==> src/rtl/popcount_pkg.sv <==
// rtl/popcount_pkg.sv - shared state codes, default timeout and saturating add for the popcount frame sequencer

package popcount_pkg;

  localparam int DEFAULT_TIMEOUT = 255;

  localparam logic [2:0] S_IDLE    = 3'd0;
  localparam logic [2:0] S_START   = 3'd1;
  localparam logic [2:0] S_WAIT    = 3'd2;
  localparam logic [2:0] S_CAPTURE = 3'd3;
  localparam logic [2:0] S_EMIT    = 3'd4;

  // Clamps a + b at 2**w-1; callers keep w below 32.
  function automatic logic [31:0] sat_add(input logic [31:0] a, input logic [31:0] b,
                                          input int unsigned w);
    logic [32:0] sum;
    logic [32:0] lim;
    sum = {1'b0, a} + {1'b0, b};
    lim = (33'd1 << w) - 33'd1;
    return (sum > lim) ? lim[31:0] : sum[31:0];
  endfunction

endpackage

==> src/rtl/popcount_timeout_timer.sv <==
// rtl/popcount_timeout_timer.sv - per-word wait timer; expires when the count reaches TIMEOUT

module popcount_timeout_timer
  import popcount_pkg::*;
#(
  parameter int TIMEOUT = DEFAULT_TIMEOUT
) (
  input  logic clk,
  input  logic rst,
  input  logic load,
  input  logic enable,
  output logic expired
);

  localparam int W = $clog2(TIMEOUT + 1);

  logic [W-1:0] count_q, count_d;

  assign expired = (count_q == W'(TIMEOUT));

  always_comb begin
    count_d = count_q;
    if (load) begin
      count_d = '0;
    end else if (enable && !expired) begin
      count_d = count_q + 1'b1;
    end
  end

  always_ff @(posedge clk) begin
    if (rst) begin
      count_q <= '0;
    end else begin
      count_q <= count_d;
    end
  end

endmodule

==> src/rtl/popcount_frame_ctrl.sv <==
// rtl/popcount_frame_ctrl.sv - runs the bitcount core once per input word and emits one saturated result per frame

module popcount_frame_ctrl
  import popcount_pkg::*;
#(
  parameter int ACC_W   = 16,
  parameter int CNT_W   = 8,
  parameter int TIMEOUT = DEFAULT_TIMEOUT
) (
  input  logic             clk,
  input  logic             rst,
  input  logic             s_valid,
  output logic             s_ready,
  input  logic [31:0]      s_data,
  input  logic             s_last,
  output logic             core_start,
  output logic [31:0]      core_in,
  input  logic             core_finish,
  input  logic [31:0]      core_bitcount,
  output logic             m_valid,
  input  logic             m_ready,
  output logic [ACC_W-1:0] m_total,
  output logic [CNT_W-1:0] m_words,
  output logic             m_error
);

  logic [2:0]       state_q, state_d;
  logic             s_ready_q, s_ready_d;
  logic             core_start_q, core_start_d;
  logic             m_valid_q, m_valid_d;
  logic             m_error_q, m_error_d;
  logic             last_q, last_d;
  logic             err_q, err_d;
  logic [31:0]      core_in_q, core_in_d;
  logic [ACC_W-1:0] acc_q, acc_d, m_total_q, m_total_d;
  logic [CNT_W-1:0] cnt_q, cnt_d, m_words_q, m_words_d;
  logic [31:0]      acc_sum, cnt_sum;
  logic             exit_word;
  logic             timer_load, timer_en, timer_expired;
  logic             unused_bits;

  popcount_timeout_timer #(
    .TIMEOUT(TIMEOUT)
  ) u_timer (
    .clk    (clk),
    .rst    (rst),
    .load   (timer_load),
    .enable (timer_en),
    .expired(timer_expired)
  );

  assign unused_bits = ^{core_bitcount[31:6], acc_sum[31:ACC_W], cnt_sum[31:CNT_W]};

  always_comb begin
    state_d     = state_q;
    core_in_d   = core_in_q;
    last_d      = last_q;
    err_d       = err_q;
    acc_d       = acc_q;
    cnt_d       = cnt_q;
    m_total_d   = m_total_q;
    m_words_d   = m_words_q;
    m_error_d   = m_error_q;
    exit_word   = 1'b0;
    timer_load  = 1'b0;
    timer_en    = 1'b0;
    acc_sum     = sat_add(32'(acc_q), {26'd0, core_bitcount[5:0]}, ACC_W);
    cnt_sum     = sat_add(32'(cnt_q), 32'd1, CNT_W);

    case (state_q)
      S_IDLE: begin
        if (s_valid && s_ready_q) begin
          core_in_d = s_data;
          last_d    = s_last;
          state_d   = S_START;
        end
      end
      S_START: begin
        timer_load = 1'b1;
        state_d    = S_WAIT;
      end
      S_WAIT: begin
        if (core_finish) begin
          state_d = S_CAPTURE;
        end else if (timer_expired) begin
          // A timed-out word counts toward the frame but contributes nothing to the total.
          err_d     = 1'b1;
          cnt_d     = cnt_sum[CNT_W-1:0];
          exit_word = 1'b1;
        end else begin
          timer_en = 1'b1;
        end
      end
      S_CAPTURE: begin
        acc_d     = acc_sum[ACC_W-1:0];
        cnt_d     = cnt_sum[CNT_W-1:0];
        exit_word = 1'b1;
      end
      S_EMIT: begin
        if (m_ready) begin
          acc_d   = '0;
          cnt_d   = '0;
          err_d   = 1'b0;
          state_d = S_IDLE;
        end
      end
      default: state_d = S_IDLE;
    endcase

    if (exit_word) begin
      if (last_q) begin
        m_total_d = acc_d;
        m_words_d = cnt_d;
        m_error_d = err_d;
        state_d   = S_EMIT;
      end else begin
        state_d = S_IDLE;
      end
    end

    s_ready_d    = (state_d == S_IDLE);
    core_start_d = (state_d == S_START);
    m_valid_d    = (state_d == S_EMIT);
  end

  always_ff @(posedge clk) begin
    if (rst) begin
      state_q      <= S_IDLE;
      s_ready_q    <= 1'b0;
      core_start_q <= 1'b0;
      m_valid_q    <= 1'b0;
      m_error_q    <= 1'b0;
      last_q       <= 1'b0;
      err_q        <= 1'b0;
      core_in_q    <= '0;
      acc_q        <= '0;
      cnt_q        <= '0;
      m_total_q    <= '0;
      m_words_q    <= '0;
    end else begin
      state_q      <= state_d;
      s_ready_q    <= s_ready_d;
      core_start_q <= core_start_d;
      m_valid_q    <= m_valid_d;
      m_error_q    <= m_error_d;
      last_q       <= last_d;
      err_q        <= err_d;
      core_in_q    <= core_in_d;
      acc_q        <= acc_d;
      cnt_q        <= cnt_d;
      m_total_q    <= m_total_d;
      m_words_q    <= m_words_d;
    end
  end

  assign s_ready    = s_ready_q;
  assign core_start = core_start_q;
  assign core_in    = core_in_q;
  assign m_valid    = m_valid_q;
  assign m_total    = m_total_q;
  assign m_words    = m_words_q;
  assign m_error    = m_error_q;

endmodule

==> config.mk <==
export PLATFORM = sky130hd
export DESIGN_NAME = popcount_frame_ctrl
export DESIGN_NICKNAME = d
export VERILOG_FILES = /design/src/rtl/popcount_pkg.sv /design/src/rtl/popcount_timeout_timer.sv /design/src/rtl/popcount_frame_ctrl.sv
export SDC_FILE = /design/constraint.sdc
export NUM_CORES = 1
export LEC_CHECK = 0
export CAP_MARGIN = 30
export CELL_PAD_IN_SITES_DETAIL_PLACEMENT = 2
export CELL_PAD_IN_SITES_GLOBAL_PLACEMENT = 2
export CORE_ASPECT_RATIO = 0.75
export CORE_UTILIZATION = 25
export CTS_CLUSTER_DIAMETER = 200
export DETAILED_ROUTE_END_ITERATION = 10
export PLACE_DENSITY_LB_ADDON = 0.2
export SLEW_MARGIN = 20
export SYNTH_ARGS = -nofsm -noshare
export SYNTH_HDL_FRONTEND = slang
export SYNTH_SLANG_ARGS = --single-unit
==> constraint.sdc <==
create_clock -name clk -period 3 [get_ports clk]
set_clock_uncertainty 0.2 [all_clocks]
set_input_delay 0.45 -clock clk [delete_from_list [all_inputs] [get_ports clk]]
set_output_delay 0.45 -clock clk [all_outputs]
set_load 0.005 [all_outputs]
==> results.py <==
metrics = {
    "floorplanning": {
        "initial_core_util_pct": 25.8,
        "die_area_sq_mm": 0.0172,
        "die_w_um": 151,
        "core-area_sq_mm": 0.0162,
        "die_h_um": 114,
        "floorplan.rows": 40,
        "io_pins": 130,
    },
    "sta": {
        "tightest_slew_ns": 0.846,
        "hold_viol": 0,
        "fin_ws_ns": 0.271,
        "max-slew-margin-rel_pct": 43.6,
        "rsz0062_at_grt": "no",
        "max_freq_mhz": 366,
        "period_needed_ns": 2.73,
        "drv_slew": 0,
        "post-route-period-util_pct": 91.0,
        "setup_violations": 0,
    },
    "worst_setup_path": {
        "crit_path_start_kind": "primary input",
        "crit_type": "primary input to flop",
        "r2r_start": "cnt_q[0]",
        "cp_data_required_time_ns": 3.03,
        "ff2ff_setup_slack_ns": 0.35,
        "rr_endpoint": "cnt_q[5]",
        "cp.arrival_ns": 2.76,
        "ff2ff_path_depth": 8,
        "critPathMaxFanout": 6,
        "endpoint_kind": "flop",
    },
    "clocking": {
        "clock_latency_ns": 0.35,
        "cts_tree": "yes",
        "ctsLongestPathBuffers": 2,
        "cts.clk_slew.worst_paths_ns": 0.07,
        "postCtsSetupRepairBufs": 0,
        "clkSinkCount": 97,
        "cts_buffers": 9,
        "ctsHoldBuffers": 0,
        "root_buffer": "clkbuf_16",
        "htree_num_levels": 3,
        "ctsResizeCount": 0,
    },
    "synthesis": {
        "ys.flop_type": "dfxtp_1",
        "ys_seq_elements": 97,
        "synth_edf_count": 0,
        "synth-async-reset-ratio_pct": 0,
        "synth_top_area_share_pct": 46.5,
        "synth_cells": 516,
        "synth_compound_area_share_pct": 18.7,
        "synth.distinct_cells": 51,
        "yosysMostFrequentCell": "nand2_1",
        "syn_nets": 596,
        "synth.area.mux_share_pct": 1.47,
        "synth_area_sq_mm": 0.00418,
        "synth_fa_ha_area_share_pct": 3.18,
        "synth_top_area_cell": "dfxtp_1",
        "yosys_warnings": 0,
        "synth.area.top_cells": "dfxtp_1, nand2_1, a21oi_1",
        "synth-simple-area-share_pct": 24.9,
        "netlist_top_cells_count": "nand2_1, dfxtp_1, a21oi_1",
        "yosysSeqAreaShare_pct": 46.5,
        "synth_top_family_by_area": "simple AND/OR/NAND/NOR gates",
        "synth_xor_xnor_area_share_pct": 1.89,
        "syn_area_per_cell_sq_um": 8.09,
    },
    "route": {
        "drc": 0,
        "wirelength_um": 14000,
        "vias": 4034,
        "drtIter0Drc": 148,
        "first_pass_iters": 4,
        "avgRoutedWirePerCell_um": 16.8,
        "routed_via_density": 4.84,
        "ant_nets": 0,
    },
    "placement": {
        "hpwl_um": 10300,
        "gp_congestion": 0.780,
        "port_buffers": 103,
        "place_area_sq_mm": 0.00551,
        "place_ws_ns": -0.123,
    },
    "final_layout": {
        "layout.nets": 700,
        "fill_cells": 1813,
        "area_growth_pct": 40.1,
        "final_layout_size_suffix_gt1_share_pct": 7.69,
        "stdcell_area_sq_mm": 0.00585,
        "antenna_cells": 0,
    },
    "global_routing": {
        "antenna_found_initial": 0,
        "grt_pass1_wl_um": 23300,
        "grt_remaining_overflow": 0,
        "grt_max_degree": 74,
        "grt_util_all_layers_pct": 17.5,
        "grt_pass1_vias": 4421,
    },
    "min_path": {
        "worstHoldStart": "core_in[18]",
        "hp-class": "flop to flop",
        "whs_path_depth": 2,
        "hold_end": "core_in[18]",
    },
    "power": {
        "irDropWorstVdd_v": 0.000246,
        "report.power.total_mw": 2.94,
        "power_leakage_nw": 2.05,
        "power.density_mw_per_mm2": 503,
    },
    "outcome": {
        "run_status": "finished, final reports clean",
    },
    "flow_run": {
        "cap_violations": 0,
    },
}
## layout make-up
class | instances | area [sq um] | area share (%)
timing repair buffer | 122 | 1180 | 20.2
multi-input combinational | 383 | 2100 | 35.9
tap | 210 | 263 | 4.49
sequential | 97 | 1940 | 33.2
clock buffer | 9 | 225 | 3.85
inverter | 7 | 26.3 | 0.449
clock inverter | 6 | 115 | 1.97
## cells in the final DEF (no fill, tap or decap), drive strengths merged, types with 2 or more instances in the layout
cell / Yosys / routed
a211oi: 10 / 10
a21o: 2 / 2
a21oi: 66 / 66
a31oi: 11 / 11
and2: 3 / 3
and3: 7 / 7
buf: 5 / 20
bufinv: 0 / 3
clkbuf: 24 / 9
clkdlybuf4s50: 0 / 102
dfxtp: 97 / 97
ha: 9 / 9
inv: 7 / 8
mux2i: 5 / 5
nand2: 103 / 103
nand2b: 4 / 4
nand3: 22 / 22
nand3b: 8 / 8
nand4: 4 / 4
nor2: 55 / 55
nor2b: 4 / 4
nor3: 7 / 7
nor4b: 3 / 3
o211ai: 4 / 4
o21ai: 19 / 19
o22ai: 4 / 4
o31a: 2 / 2
or2: 2 / 2
xnor2: 2 / 2
xor2: 7 / 7
## worst max path at each step
stage	startpoint	end	slack, ns	cells after the start
2_1_floorplan	core_bitcount[0]	m_total[9]	0.59	10
3_3_place_gp	core_bitcount[0]	m_total[12]	-0.03	10
3_5_place_dp	core_bitcount[0]	m_total[14]	-0.12	10
4_1_cts	core_bitcount[0]	m_total[14]	0.25	10
5_1_grt	core_bitcount[0]	m_total[10]	0.13	10
6_report	core_bitcount[0]	m_total[14]	0.27	10
## power breakdown
group | switching [mW] | internal (mW) | leakage, nW | total [mW]
Clock | 0.512 | 0.815 | 0.162 | 1.33
Sequential | 0.0218 | 1.32 | 0.784 | 1.34
Combinational | 0.130 | 0.142 | 1.10 | 0.272
## critical path, cell delays in order
cell and delay, ns:
clkdlybuf4s50_1 0.46, ha_1 0.18, inv_1 0.06, fa_1 0.38
nor2b_1 0.16, o31a_1 0.24, o31a_1 0.32, nand3_1 0.15
mux2i_1 0.24, o21ai_0 0.12
## cell families (layout without fill, tap and decap cells)
group,count (synthesis),count (layout)
AND/OR/NAND/NOR,229,229
AO/OA/AOI/OAI,129,129
flip-flops,97,97
buffers and inverters,36,144
adder cells (fa/ha/maj),10,10
XOR/XNOR,9,9
multiplexers,6,6
## flip-flops by register name (all words and copies together) (netlist names)
name             count
acc_q               16
cnt_q                8
core_in             32
core_start           1
err_q                1
last_q               1
m_error              1
m_total             16
m_valid              1
m_words              8
s_ready              1
state_q              3
u_timer.count_q      8
## layer usage
metal,track usage [%],wire length (um),up-vias
li1,-,-,2000
met1,22.8,6720,1978
met2,29.0,6750,45
met3,3.64,409,11
met4,4.67,159,0
met5,0,0,-
## per-stage QoR
stage / util (%) / TNS (ns) / hold WS (ns) / instances
2_1_floorplan: - / 0 / 0.236 / 516
3_3_place_gp: 34.1 / -0.0647 / 0.241 / 819
3_5_place_dp: 34.1 / -0.822 / 0.252 / 819
4_1_cts: 36.2 / 0 / 0.264 / 834
5_1_grt: 36.2 / 0 / 0.284 / 834
6_report: 36.2 / 0 / 0.260 / 834
No activity file was read; power rests on OpenSTA's default activity.
